### src/rtl/div_32_seq.sv
// Multicycle restoring divider for MIPS32 DIV/DIVU: one quotient bit per cycle,
// with sign fix-up and divide-by-zero handling before the results reach HI/LO.
module div_32_seq #(
  parameter int unsigned WIDTH = 32,
  parameter int unsigned CNT_W = 6
) (
  input  logic             clk,
  input  logic             rst,
  input  logic             start,
  input  logic             is_signed,
  input  logic [WIDTH-1:0] dividend,
  input  logic [WIDTH-1:0] divisor,
  output logic             busy,
  output logic             done,
  output logic [WIDTH-1:0] quotient,
  output logic [WIDTH-1:0] remainder,
  output logic             div_by_zero
);

  typedef enum logic [1:0] {StIdle, StRun, StFix, StDone} state_e;

  state_e           state_q, state_d;
  logic [CNT_W-1:0] cnt_q, cnt_d;
  logic [WIDTH-1:0] rem_q, rem_d;
  logic [WIDTH-1:0] q_q, q_d;
  logic [WIDTH-1:0] dvs_q, dvs_d;
  logic [WIDTH-1:0] dvd_q, dvd_d;
  logic             sdvd_q, sdvd_d;
  logic             sdvs_q, sdvs_d;
  logic             dbz_q, dbz_d;
  logic [WIDTH-1:0] quot_q, quot_d;
  logic [WIDTH-1:0] remo_q, remo_d;
  logic             dbzo_q, dbzo_d;

  logic [WIDTH:0]   shifted;
  logic [WIDTH:0]   diff;
  logic             borrow;

  always_comb begin
    state_d = state_q;
    cnt_d   = cnt_q;
    rem_d   = rem_q;
    q_d     = q_q;
    dvs_d   = dvs_q;
    dvd_d   = dvd_q;
    sdvd_d  = sdvd_q;
    sdvs_d  = sdvs_q;
    dbz_d   = dbz_q;
    quot_d  = quot_q;
    remo_d  = remo_q;
    dbzo_d  = dbzo_q;

    // WIDTH+1-bit trial subtraction; borrow marks a negative trial.
    shifted          = {rem_q, q_q[WIDTH-1]};
    {borrow, diff}   = {1'b0, shifted} - {2'b00, dvs_q};

    case (state_q)
      StIdle: begin
        if (start) begin
          sdvd_d  = is_signed & dividend[WIDTH-1];
          sdvs_d  = is_signed & divisor[WIDTH-1];
          q_d     = (is_signed & dividend[WIDTH-1]) ? -dividend : dividend;
          dvs_d   = (is_signed & divisor[WIDTH-1]) ? -divisor : divisor;
          dvd_d   = dividend;
          dbz_d   = (divisor == '0);
          rem_d   = '0;
          cnt_d   = CNT_W'(WIDTH);
          state_d = StRun;
        end
      end
      StRun: begin
        if (cnt_q == '0) begin
          state_d = StFix;
        end else begin
          rem_d = borrow ? shifted[WIDTH-1:0] : diff[WIDTH-1:0];
          q_d   = {q_q[WIDTH-2:0], ~borrow};
          cnt_d = cnt_q - CNT_W'(1);
        end
      end
      StFix: begin
        if (dbz_q) begin
          quot_d = '1;
          remo_d = dvd_q;
          dbzo_d = 1'b1;
        end else begin
          quot_d = (sdvd_q ^ sdvs_q) ? -q_q : q_q;
          remo_d = sdvd_q ? -rem_q : rem_q;
          dbzo_d = 1'b0;
        end
        state_d = StDone;
      end
      StDone: state_d = StIdle;
      default: state_d = StIdle;
    endcase
  end

  always_ff @(posedge clk or posedge rst) begin
    if (rst) begin
      state_q <= StIdle;
      cnt_q   <= '0;
      rem_q   <= '0;
      q_q     <= '0;
      dvs_q   <= '0;
      dvd_q   <= '0;
      sdvd_q  <= 1'b0;
      sdvs_q  <= 1'b0;
      dbz_q   <= 1'b0;
      quot_q  <= '0;
      remo_q  <= '0;
      dbzo_q  <= 1'b0;
    end else begin
      state_q <= state_d;
      cnt_q   <= cnt_d;
      rem_q   <= rem_d;
      q_q     <= q_d;
      dvs_q   <= dvs_d;
      dvd_q   <= dvd_d;
      sdvd_q  <= sdvd_d;
      sdvs_q  <= sdvs_d;
      dbz_q   <= dbz_d;
      quot_q  <= quot_d;
      remo_q  <= remo_d;
      dbzo_q  <= dbzo_d;
    end
  end

  assign busy        = (state_q != StIdle);
  assign done        = (state_q == StDone);
  assign quotient    = quot_q;
  assign remainder   = remo_q;
  assign div_by_zero = dbzo_q;

endmodule
### config.mk
export PLATFORM = sky130hd
export DESIGN_NAME = div_32_seq
export DESIGN_NICKNAME = d
export VERILOG_FILES = /design/src/rtl/div_32_seq.sv
export SDC_FILE = /design/constraint.sdc
export NUM_CORES = 1
export LEC_CHECK = 0
export CORE_MARGIN = 5
export CORE_UTILIZATION = 31
export CTS_BUF_LIST = sky130_fd_sc_hd__clkbuf_4
export CTS_CLUSTER_DIAMETER = 200
export DETAILED_ROUTE_END_ITERATION = 16
export SLEW_MARGIN = 0
export SYNTH_ARGS = -nofsm -noshare
export SYNTH_HDL_FRONTEND = slang
export SYNTH_SLANG_ARGS = --single-unit
### constraint.sdc
create_clock -name clk -period 12.8 [get_ports clk]
set_input_delay 1.92 -clock clk [delete_from_list [all_inputs] [get_ports clk]]
set_output_delay 1.92 -clock clk [all_outputs]
set_load 0.05 [all_outputs]
==> flow_results.org, run 1 <==
** Outcome
- The flow ran to the end, and the final reports show no timing, DRC or antenna violations.

** Cells and area
- NumNets Final :: 1661
- Compared with the post-synthesis result, the final layout area differs by 19.3%.
- Post-route cell area :: 15100 sq um
- Proportion of layout cells with a drive suffix above 1 :: 0.118
- After filler insertion, the fill cell instance count of the layout stands at 4124.
- Once layout is complete, the cells apart from fillers number 2119.
- Measured on the finished design, the core utilization comes to 0.372.

** Min path
- Worst-case hold path end point :: dvs_q[11]$_DFFE_PP0P_
- The worst hold path begins at dvs_q[11]$_DFFE_PP0P_.
- The tightest min-delay check is of the reg2reg type.
- Along the worst hold path, the cell count comes to 2.

** Synthesis
- Averaged over all synthesized cells, the footprint is 8.96 sq um.
- Yosys synthesis warning count :: 0
- After technology mapping, the gate count stands at 1416.
- The largest total area in the synthesized netlist belongs to sky130_fd_sc_hd__dfrtp_1.
- By area the synthesized netlist is led by sky130_fd_sc_hd__dfrtp_1 40%, sky130_fd_sc_hd__o21ai_0 5.9%, sky130_fd_sc_hd__mux2_2 5.4%, sky130_fd_sc_hd__xnor2_1 5.1%, sky130_fd_sc_hd__xor2_1 5.1%.
- Counting every net in the synthesized netlist gives 1528.
- In this run, synthesis produced a sequential element count of 204.
- Synthesized area :: 12700 sq um
- Among all flip-flop cells after synthesis, the most frequent one is sky130_fd_sc_hd__dfrtp_1.
- The number of different library cells used by synthesis comes to 72.
- Fraction of post-synthesis cell area in the top cell type by area :: 0.402
- Number of synthesized flops with an enable pin :: 0
- Of the synthesized area, sequential elements account for 0.402.
- Post-synth ARST share :: 1.00

** Critical path
- In this run the worst path has a maximum fanout of 5.
- The kind of cell with the highest combined delay along the critical path is simple AND/OR/NAND/NOR gates.
- Worst-path cell chain :: clkdlybuf4s50_1 > or3_1 > nor4_1 > nand2_1 > nor2_1 > and2_1 > nand3b_1 > o41ai_1 > xor2_1 > o21ai_0
- Worst setup SP type :: primary input
- Setup slack on the worst reg-to-reg path comes out at 8.85 ns.
- Together, buffers and inverters on the worst path number 1.
- Reg-to-Reg End :: rem_q[4]$_DFFE_PP0P_
- CP Data Arrival Time :: 4.84 ns
- Library cell contributing the largest single delay on the critical path :: sky130_fd_sc_hd__nor4_1
- STA puts the critical path data required time at 13.30 ns.
- CP Class :: in2reg
- STA classifies the critical path endpoint as a register.
- Worst reg-to-reg path cell count :: 10
- The worst register-to-register path begins at rem_q[5]$_DFFE_PP0P_.
- For this run, the slowest stage of the critical path takes 0.64 ns.

** Die
- Top Ports :: 135
- Chip Width :: 212 um
- Core ar. :: 40600 sq um
- In this run the core area contains 74 standard-cell rows.
- Die Y :: 212 um
- The initial utilization of the core area, before any placement, comes to 0.312.
- Die area :: 45100 sq um

** Timing
- Slew at the pin with the worst max-slew slack :: 1.13 ns
- Setup clock skew after layout :: 0.0752 ns
- Final period demand of the worst path :: 4.34 ns
- Final setup violation count :: 0
- Share of the clock period used by the worst path after layout :: 0.339
- Final-layout setup total negative slack :: 0 ns
- Setup repair after global routing left no endpoint under its margin.
- Based on the critical path, the design can be clocked at up to 230 MHz.
- The final-report hold violation count is 0.
- Headroom to the max-slew limit came out at 0.249.
- Slew Viols, Final :: 0

** Place
- Global placer's final weighted congestion :: 0.848
- Post-placement cell area :: 14500 sq um
- Port buffering added 134 buffers.
- Dpl cells :: 2023
- Final HPWL from detailed placement :: 24.6 mm

** Route
- Number of optimization iterations in the first detailed-route pass :: 5
- Final wirelength :: 33.1 mm
- Vias :: 10400
- WL/cell :: 15.6 um
- Number of nets with antenna violations after routing :: 0
- Using the TritonRoute via totals, the vias-per-cell ratio works out to 4.90.
- First-iteration detailed-routing DRC count :: 659
- For this run, design rule violations remaining after detail routing come to 0.

** Power and ir drop
- For this design the static power due to leakage is 6.31 nW.
- Worst voltage drop across the vdd grid :: 84.5 uV
- In this run the power density over the cells is 217 nW/um^2.

** Clock network
- Post-CTS repair timing setup buffer count :: 0
- Clock tree synthesis selected as its root buffer the cell sky130_fd_sc_hd__clkbuf_4.
- After clock tree synthesis, the repair step resized 0 gates.
- CTS Sinks :: 204
- TritonCTS clock tree :: yes
- Clock-pin slew was measured on the worst setup and hold paths at 0.06 ns.
- Counting along the longest clock path gives a buffer depth of 3.
- Hold-fix buffer count after cts :: 0
- For the worst-skew pair, the clock arrives at the later sink with an insertion delay of 0.72 ns.
- TritonCTS created 56 clock buffers.
- # H-tree levels :: 2

** GRT
- Overall fraction of global-route tracks in use :: 0.143
- For met2 alone, demand over resource in global routing was 0.231.
- Initial antenna violation count :: 1
- First-pass GRT wire length :: 53.4 mm
- Most congested layer reported by global routing :: met2
- Entering global routing, the biggest net connects 137 pins.
- Global route total overflow :: 0
- For this run, global-route usage on met1 was measured as 0.199.
- The via count of the first global-routing pass is 10100.
- Met3 usage :: 0.0277

** Run
- Across the run, the number of max-cap violations was 0.
report_power, final:
group / leakage [nW] / switching, W / total [W] / internal (W)
logic: 3.47 / 0.00102 / 0.00170 / 0.000676
registers: 2.44 / 0.000207 / 0.00104 / 0.000828
clock network: 0.403 / 0.000271 / 0.000553 / 0.000282
total: 6.31 / 0.00150 / 0.00329 / 0.00179
registers in the layout (all words and copies together), names as in the netlist:
signal	count
cnt_q	6
dvs_q	32
dbz_q	1
quotient	32
dvd_q	32
sdvd_q	1
state_q	2
rem_q	32
remainder	32
q_q	32
div_by_zero	1
sdvs_q	1
cells by family after synthesis:
family                     count (synthesis)  share of synthesized area
xor gates and xnor gates                 148                      0.102
buffers and inverters                    133                     0.0448
adders and majority gates                 44                     0.0440
DFF                                      204                      0.402
AOI/OAI and AO/OA                        407                      0.192
muxes                                     75                     0.0652
and+or+nand+nor                          405                      0.150
worst max path at each step:
stage	start	endpoint	slack, ns	depth (start not counted)
after floorplan	rst	cnt_q[0]$_DFFE_PP0P_	5.31	1
after global placement	divisor[2]	dvs_q[29]$_DFFE_PP0P_	7.81	10
after detailed placement	divisor[2]	dvs_q[30]$_DFFE_PP0P_	7.75	9
after CTS	state_q[0]$_DFFE_PP0P_	busy	8.45	4
after global routing	divisor[2]	dvs_q[30]$_DFFE_PP0P_	8.24	9
final	divisor[2]	dvs_q[29]$_DFFE_PP0P_	8.46	10
routing by layer:
metal  up-vias  part of all wire  routed length, um
met2       218              0.46              15200
met1      4836              0.47              15600
met4         0             0.017                567
li1       5290                 -                  -
met5         -                 0                  0
met3        43             0.053               1750
worst reg2reg max path, stage by stage (launching register included):
cell                        delay, ns
sky130_fd_sc_hd__dfrtp_1         0.45
sky130_fd_sc_hd__ha_1            0.39
sky130_fd_sc_hd__a21o_1          0.20
sky130_fd_sc_hd__or3_1           0.33
sky130_fd_sc_hd__o211ai_1        0.31
sky130_fd_sc_hd__a2111oi_2       0.15
sky130_fd_sc_hd__o31ai_1         0.61
sky130_fd_sc_hd__a21o_1          0.95
sky130_fd_sc_hd__nor3_1          0.17
sky130_fd_sc_hd__a21oi_1         0.16
sky130_fd_sc_hd__o21ai_0         0.09
cell type report:
cell class	instances	area, sq um	share of cell area
multi-input cells	1079	7030	0.464
flip-flops and latches	204	5110	0.337
inverters	62	240	0.0159
diodes	1	2.50	0.000165
clock inverters	16	68.8	0.00455
clock buffers	79	593	0.0392
well taps	532	666	0.0440
repair buffers	146	1430	0.0946
cells in the mapped netlist, drive strengths merged (6+ instances only):
cell    number
nand2b      12
xor2        74
a21o        20
o21bai       6
mux2        61
o21ai      153
and3         6
nor4        14
o31ai       24
buf          8
xnor2       74
nor2b        6
a31oi       13
mux2i       14
or3         13
dfrtp      204
a22oi       19
clkbuf      63
nor2       109
o41ai        8
a32oi        7
nand4        6
nand2      160
ha          43
a21oi      125
nor3        26
nand3       25
inv         62
through the flow:
stage	setup slack [ns]	total power (W)	hold slack, ns
5_1_grt	8.24	0.00355	0.508
6_report	8.46	0.00329	0.475
4_1_cts	8.45	0.00332	0.484
3_5_place_dp	7.75	0.00275	0.470
2_1_floorplan	5.31	0.00227	0.450
3_3_place_gp	7.81	0.00272	0.463
placed cells by master (no fill, tap or decap), types with 24 or more instances in the layout:
master,n
sky130_fd_sc_hd__nand2_1,159
sky130_fd_sc_hd__inv_1,61
sky130_fd_sc_hd__a21oi_1,124
sky130_fd_sc_hd__mux2_2,61
sky130_fd_sc_hd__clkdlybuf4s50_1,134
sky130_fd_sc_hd__xor2_1,74
sky130_fd_sc_hd__clkbuf_4,79
sky130_fd_sc_hd__dfrtp_1,203
sky130_fd_sc_hd__nor3_1,24
sky130_fd_sc_hd__xnor2_1,74
sky130_fd_sc_hd__o21ai_0,149
sky130_fd_sc_hd__nor2_1,108
sky130_fd_sc_hd__ha_1,42
(Power assumes the default switching activity.)
==> run 2: changes to the inputs <==
==> constraint.sdc (replaced) <==
create_clock -name clk -period 3.7 [get_ports clk]
set_input_delay 0.555 -clock clk [delete_from_list [all_inputs] [get_ports clk]]
set_output_delay 0.555 -clock clk [all_outputs]
set_load 0.05 [all_outputs]
==> flow_results.org, run 2 (synthesized netlist as in run 1, its figures left out) <==
** Power and ir drop
- The worst-case vdd ir drop came to 324 uV (+280%).
- The leakage power of the design was 6.47 nW (+2.6%).
- Overall power consumption :: 0.0117 W (+260%)
- The power density over the cells came to 759 nW/um^2 (+250%).

** Clock network
- The clock latency on the worst-skew pair came to 0.70 ns (-0.02 ns).
- # H-tree levels :: 2 (unchanged)
- Clock-pin slew on the worst setup and hold paths :: 0.07 ns (about the same)
- Post-CTS Resized :: 0 (unchanged)
- Hold-fix buffer count after cts :: 0 (unchanged)
- The number of setup buffers added after CTS was 0 (unchanged).
- The number of buffers created by CTS came to 57 (+1.8%).
- TritonCTS clock tree :: yes
- CTS Sinks :: 204 (unchanged)
- The cell sitting at the root of the clock tree is a sky130_fd_sc_hd__clkbuf_4.
- The maximum count of clock buffers along a single path is 3 (unchanged).

** Critical path
- The worst setup path is launched from a register.
- Maximum net fanout on the critical path :: 4 (-1)
- The depth of the most critical reg-to-reg path came to 13 (+3).
- Flop2flop setup slack :: 0.30 ns (-8.55 ns)
- The endpoint identified for the worst register-to-register timing path is rem_q[24]$_DFFE_PP0P_.
- Startpoint of the most critical register-to-register path :: q_q[31]$_DFFE_PP0P_
- Most common cell type on the critical path :: sky130_fd_sc_hd__inv_1
- Worst-path cell chain :: inv_1 > ha_1 > inv_1 > fa_1 > a211oi_1 > o21bai_1 > o2111ai_1 > o31ai_1 > a21bo_2 > a22o_1 > a221oi_1 > mux2i_1 > nand2_1
- Kind of end point of the critical path :: register
- Required arrival time at the worst endpoint :: 4.25 ns (-9.05 ns)
- CP max stage delay :: 0.42 ns (-0.22 ns)
- CP Class :: reg2reg
- Library cell contributing the largest single delay on the critical path :: sky130_fd_sc_hd__fa_1
- The arrival time of the worst setup path is 3.95 ns (-0.89 ns).

** Route
- WL/cell :: 16.0 um (+2.3%)
- DR DRC count :: 0 (unchanged)
- The per-cell via count in the routed design was 4.93 (+0.66%).
- Number of optimization iterations in the first detailed-route pass :: 5 (unchanged)
- First-iteration detailed-routing DRC count :: 572 (-13%)
- The number of routed nets with antenna violations came to 0 (unchanged).
- Vias :: 10600 (+2.0%)
- Final wirelength :: 34.3 mm (+3.6%)

** GRT
- Met1 capacity usage during global routing :: 0.210 (+0.0110)
- Overall fraction of global-route tracks in use :: 0.149 (+0.00614)
- Number of global-route vias before repair :: 10600 (+4.2%)
- The met2 layer usage reported by global route was 0.239 (+0.00793).
- The global routing stage identified its most utilized layer as met2.
- Initial antenna violation count :: 2 (+1)
- Met3 usage :: 0.0288 (+0.00103)
- The overflow left after global routing is 0 (unchanged).
- Pin count of the biggest net entering global routing :: 81 (-41%)
- First-pass GRT wire length :: 55.6 mm (+4.1%)

** Timing
- The final-report hold violation count is 0 (unchanged).
- Share of the clock period used by the worst path after layout :: 0.919
- Setup repair after global routing left no endpoint under its margin.
- Setup clock skew after layout :: 0.0445 ns (-0.0308 ns)
- Final period demand of the worst path :: 3.40 ns
- The transition time at the pin with the least slew margin is 0.750 ns (-0.377 ns).
- The sum of negative setup slack came to 0 ns (unchanged).
- Slew Viols, Final :: 0 (unchanged)
- Tightest slew margin relative to the limit :: 0.500 (+0.251)
- Timing would allow up to 294 MHz.
- The total setup violations reported at the end of the flow is 0 (unchanged).

** Die
- The width of the die is 212 um (unchanged).
- Core ar. :: 40600 sq um (unchanged)
- The I/O pin total is 135 (unchanged).
- The overall die area was 45100 sq um (unchanged).
- The die extent in y is 212 um (unchanged).
- The number of cell rows is 74 (unchanged).
- The initial standard-cell utilization of the core was 0.312 (unchanged).

** Cells and area
- The non-filler instance count after layout was 2147 (+1.3%).
- Number of fillers in the final layout :: 4082 (-1.0%)
- The final design utilization is 0.380 (+0.00760).
- NumNets Final :: 1687 (+1.6%)
- Most common library cell in the layout ignoring fill and taps :: sky130_fd_sc_hd__dfrtp_1
- Commonest cells after routing, fill and taps aside :: 203 x sky130_fd_sc_hd__dfrtp_1, 159 x sky130_fd_sc_hd__nand2_1, 149 x sky130_fd_sc_hd__o21ai_0
- Proportion of layout cells with a drive suffix above 1 :: 0.133 (+0.0153)
- Relative to the synthesized area, the layout overhead comes to 21.8%.

** Min path
- The tightest min-delay check is of the in2async type.

** Place
- Final HPWL from detailed placement :: 26.4 mm (+7.3%)
- The count of placed standard cells including taps was 2048 (+1.2%).
- The placer's final routability congestion estimate came to 0.836 (-1.4%).
- The number of port buffers is 134 (unchanged).

** Outcome
- The flow ran to the end, and the final reports show no timing, DRC or antenna violations.

** Run
- The max-capacitance violation count was 0 (unchanged).
==> run 2: final cells by class <==
cell class / count / area (sq um) / area share
flip-flops and latches: 204 / 5110 / 0.331
repair buffers: 171 / 1690 / 0.110
diodes: 1 / 2.50 / 0.000162
well taps: 532 / 666 / 0.0431
clock inverters: 17 / 104 / 0.00673
clock buffers: 81 / 608 / 0.0394
multi-input cells: 1079 / 7030 / 0.455
inverters: 62 / 236 / 0.0153
==> run 2: per-stage QoR <==
stage / setup WS, ns / instance area, sq um / hold WS [ns]
2_1_floorplan: 0.501 / 12700 / 0.450
5_1_grt: 0.0932 / 15400 / 0.316
4_1_cts: 0.319 / 15400 / 0.262
3_5_place_dp: 0.287 / 14700 / 0.474
6_report: 0.301 / 15400 / 0.304
3_3_place_gp: 0.362 / 14700 / 0.463
==> run 2: worst max-delay path, delay by kind of cell (launching register included) <==
kind,cells,cell delay [ns]
buffers and inverters,2,0.14
multiplexers,1,0.23
AND/OR/NAND/NOR,1,0.06
AO/OA/AOI/OAI,7,1.90
flip-flops,1,0.38
adder cells (fa/ha/maj),2,0.59
==> run 2: worst max path at each step <==
stage,from,end,slack [ns],depth (start not counted)
floorplan,rst,cnt_q[0]$_DFFE_PP0P_,0.50,1
global placement,dividend[2],q_q[23]$_DFFE_PP0P_,0.36,10
detailed placement,dividend[2],q_q[29]$_DFFE_PP0P_,0.29,10
CTS,q_q[31]$_DFFE_PP0P_,rem_q[24]$_DFFE_PP0P_,0.32,13
global route,q_q[31]$_DFFE_PP0P_,rem_q[24]$_DFFE_PP0P_,0.09,13
finish,q_q[31]$_DFFE_PP0P_,rem_q[24]$_DFFE_PP0P_,0.30,13
==> run 2: report_power, final <==
part	internal, W	switching, W	leakage, nW	total [W]
combinational	0.00247	0.00367	3.61	0.00613
clock	0.00107	0.000963	0.422	0.00204
sequential	0.00287	0.000685	2.44	0.00355
==> run 2: metal layers <==
metal,up-vias,share of wire
li1,5333,-
met1,4961,0.47
met2,253,0.45
met3,45,0.057
met4,2,0.015
met5,-,0.00038
==> run 3: changes to the inputs <==
--- a/config.mk
+++ b/config.mk
@@ -10,6 +10,7 @@
 export CTS_BUF_LIST = sky130_fd_sc_hd__clkbuf_4
 export CTS_CLUSTER_DIAMETER = 200
 export DETAILED_ROUTE_END_ITERATION = 16
+export GPL_TIMING_DRIVEN = 0
 export SLEW_MARGIN = 0
 export SYNTH_ARGS = -nofsm -noshare
 export SYNTH_HDL_FRONTEND = slang
==> flow_results.org, run 3 (synthesized netlist as in run 1, its figures left out) <==
** Critical path
- Maximum net fanout on the critical path :: 10 (+6)
- Required arrival time at the worst endpoint :: 4.26 ns (about the same)
- The worst setup path is launched from a register.
- The critical path is of the reg2reg type.
- Kind of end point of the critical path :: register
- CP Data Arrival Time :: 4.04 ns (+0.09 ns)

** Clock network
- The H-tree level count was 2 (unchanged).
- Skew-Pair Late Insertion Delay :: 0.72 ns (+0.02 ns)
- Buffer cell driving the clock tree root :: sky130_fd_sc_hd__clkbuf_4
- Clock buffers created by TritonCTS :: 59 (+3.5%)
- The number of clock sinks seen by CTS came to 204 (unchanged).
- Clock-pin slew on the worst setup and hold paths :: 0.07 ns (about the same)
- TritonCTS built the clock tree.
- The number of setup buffers added after CTS was 0 (unchanged).
- Maximum buffer depth of the clock tree :: 3 (unchanged)
- The total of hold buffers inserted after clock tree synthesis was 0 (unchanged).

** Die
- The overall die area was 45100 sq um (unchanged).
- Placement Rows :: 74 (unchanged)
- Chip Width :: 212 um (unchanged)
- Die Y :: 212 um (unchanged)
- The standard cell core area came to 40600 sq um (unchanged).
- The I/O pin total was 135 (unchanged).
- The initial standard-cell utilization of the core was 0.312 (unchanged).

** Power and ir drop
- Internal power :: 0.00647 W (+0.96%)
- Power share of the sequential group :: 0.301 (-0.002)
- The power density over the cells was 768 nW/um^2 (+1.1%).
- The switching part of the total is 0.460 (+0.00679).
- The combinational cell fraction of total power was 0.518 (-0.005).
- The leakage power of the design was 6.49 nW (+0.30%).
- Clock power share :: 0.182 (+0.008)
- Worst voltage drop across the vdd grid :: 246 uV (-24%)
- Switching pwr :: 0.00552 W (+3.8%)

** Cells and area
- Number of fillers in the final layout :: 4107 (+0.61%)
- The number of nets in the layout was 1728 (+2.4%).
- The final design utilization came to 0.384 (+0.00416).
- Commonest cells after routing, fill and taps aside :: 204 x sky130_fd_sc_hd__dfrtp_1, 160 x sky130_fd_sc_hd__nand2_1, 149 x sky130_fd_sc_hd__o21ai_0
- Leaving out fill and tap cells, the most frequent cell in the layout is sky130_fd_sc_hd__dfrtp_1.
- Post-layout instance count excluding filler cells :: 2196 (+2.3%)
- Area Overhead vs Synth :: 23.1%
- Proportion of layout cells with a drive suffix above 1 :: 0.123 (-0.0105)

** Route
- WL/cell :: 17.3 um (+8.6%)
- The first-pass detailed-route iteration total came to 5 (unchanged).
- Final wirelength :: 38.1 mm (+11%)
- The first-iteration detailed-routing DRC count came to 500 (-13%).
- Number of nets with antenna violations after routing :: 0 (unchanged)
- Vias :: 11000 (+4.2%)
- DR DRC count :: 0 (unchanged)
- Average vias per placed instance :: 5.03 (+1.9%)

** GRT
- First-pass GRT wire length :: 60.4 mm (+8.6%)
- Global route total overflow :: 0 (unchanged)
- The maximum number of pins on one net before global-route repair is 44 (-46%).
- The via count of the first global-routing pass came to 11100 (+5.2%).
- The total global-route track usage came to 0.167 (+0.0175).
- Initial antenna violation count :: 1 (-1)

** Timing
- The transition time at the pin with the least slew margin was 0.864 ns (+0.114 ns).
- The worst path setup slack after routing was 0.227 ns (-0.0736 ns).
- Setup repair after global routing left no endpoint under its margin.
- The total setup violations reported at the end of the flow is 0 (unchanged).
- Fin Hold WS :: 0.349 ns (+0.0449 ns)
- Final period demand of the worst path :: 3.47 ns (+0.0736 ns)
- Slew Viols, Final :: 0 (unchanged)
- Max Clk Rate :: 288 MHz (-2.1%)
- Share of the clock period used by the worst path after layout :: 0.939 (+0.0199)
- The final-report hold violation count is 0 (unchanged).
- Tightest slew margin relative to the limit :: 0.424 (-0.0761)
- The sum of negative setup slack came to 0 ns (unchanged).
- The clock tree skew after final layout was 0.0542 ns (+0.00975 ns).

** Run
- Max-cap viol count :: 0 (unchanged)

** Min path
- Type of the most critical hold path :: in2async

** Place
- Global placer's final weighted congestion :: 0.858 (+2.6%)
- The count of placed standard cells including taps was 2087 (+1.9%).
- Post-place setup slack :: 0.00130 ns (-0.285 ns)
- Final HPWL from detailed placement :: 30.2 mm (+14%)
- Count of buffers from port buffering :: 134 (unchanged)

** Outcome
- Status :: completed
[run 3: cell types whose count changed in the layout (fill, tap and decap cells not counted), sizes merged]
cell,delta
inv,+1
clkbuf,+72
buf,-24
clkinvlp,-1
clkinv,+1
[run 3: what timing repair did]
item / 4_1_cts / 5_1_grt
endpoints found under the setup margin: 1 / 13
pin swaps: 0 / 0
gates resized for setup: 1 / 5
[run 3: final timing paths]
kind / start / to / slack (ns) / cells past startpoint
worst max-delay path: rem_q[5]$_DFFE_PP0P_ / rem_q[24]$_DFFE_PP0P_ / 0.23 / 12
worst min-delay path: rst / remainder[18]$_DFFE_PP0P_ / 0.35 / 2
worst max register to register: rem_q[5]$_DFFE_PP0P_ / rem_q[24]$_DFFE_PP0P_ / 0.23 / 12
worst min register to register: dvs_q[2]$_DFFE_PP0P_ / dvs_q[2]$_DFFE_PP0P_ / 0.48 / 2
max in group asynchronous: rst / dvs_q[20]$_DFFE_PP0P_ / 2.45 / 4
min in group clk: dvs_q[2]$_DFFE_PP0P_ / dvs_q[2]$_DFFE_PP0P_ / 0.48 / 2
[run 3: critical path, stage by stage (launching register included)]
cell and delay, ns:
sky130_fd_sc_hd__dfrtp_1 0.47, sky130_fd_sc_hd__ha_1 0.40, sky130_fd_sc_hd__a21o_1 0.21, sky130_fd_sc_hd__or3_1 0.32
sky130_fd_sc_hd__o211ai_1 0.33, sky130_fd_sc_hd__a2111oi_2 0.16, sky130_fd_sc_hd__o31ai_2 0.48, sky130_fd_sc_hd__a21o_1 0.21
sky130_fd_sc_hd__buf_4 0.17, sky130_fd_sc_hd__buf_2 0.24, sky130_fd_sc_hd__nor3_1 0.07, sky130_fd_sc_hd__mux2i_1 0.17
sky130_fd_sc_hd__nand2_1 0.07
[run 3: power by group through the flow]
| stage | clock network (W) | registers, W | logic, W |
|---|---|---|---|
| after floorplan | 0 | 0.00434 | 0.00353 |
| after global placement | 0 | 0.00360 | 0.00607 |
| after detailed placement | 0 | 0.00362 | 0.00617 |
| after CTS | 0.00224 | 0.00359 | 0.00620 |
| after global routing | 0.00236 | 0.00369 | 0.00683 |
| final | 0.00218 | 0.00360 | 0.00620 |
[run 3: area by class of cell]
cell class / instances / area [sq um] / share of cell area
Timing Repair Buffer: 139 / 1440 / 0.0923
Antenna cell: 1 / 2.50 / 0.000160
Buffer: 71 / 335 / 0.0215
Tap cell: 532 / 666 / 0.0426
Sequential cell: 204 / 5100 / 0.327
Clock inverter: 18 / 104 / 0.00665
Clock buffer: 90 / 676 / 0.0433
Inverter: 62 / 236 / 0.0151
Multi-Input combinational cell: 1079 / 7050 / 0.451
[run 3: per-stage QoR]
| stage | area (sq um) | power [W] |
|---|---|---|
| 3_3_place_gp | 14700 | 0.00966 |
| 2_1_floorplan | 12700 | 0.00787 |
| 6_report | 15600 | 0.0120 |
| 5_1_grt | 15600 | 0.0129 |
| 3_5_place_dp | 14800 | 0.00979 |
| 4_1_cts | 15600 | 0.0120 |
[run 3: per-layer routing]
| metal | track usage | up-vias | share of wire |
|---|---|---|---|
| li1 | - | 5431 | - |
| met1 | 0.221 | 5251 | 0.45 |
| met2 | 0.286 | 285 | 0.48 |
| met3 | 0.0251 | 73 | 0.051 |
| met4 | 0.0466 | 0 | 0.023 |
| met5 | 0 | - | 0 |
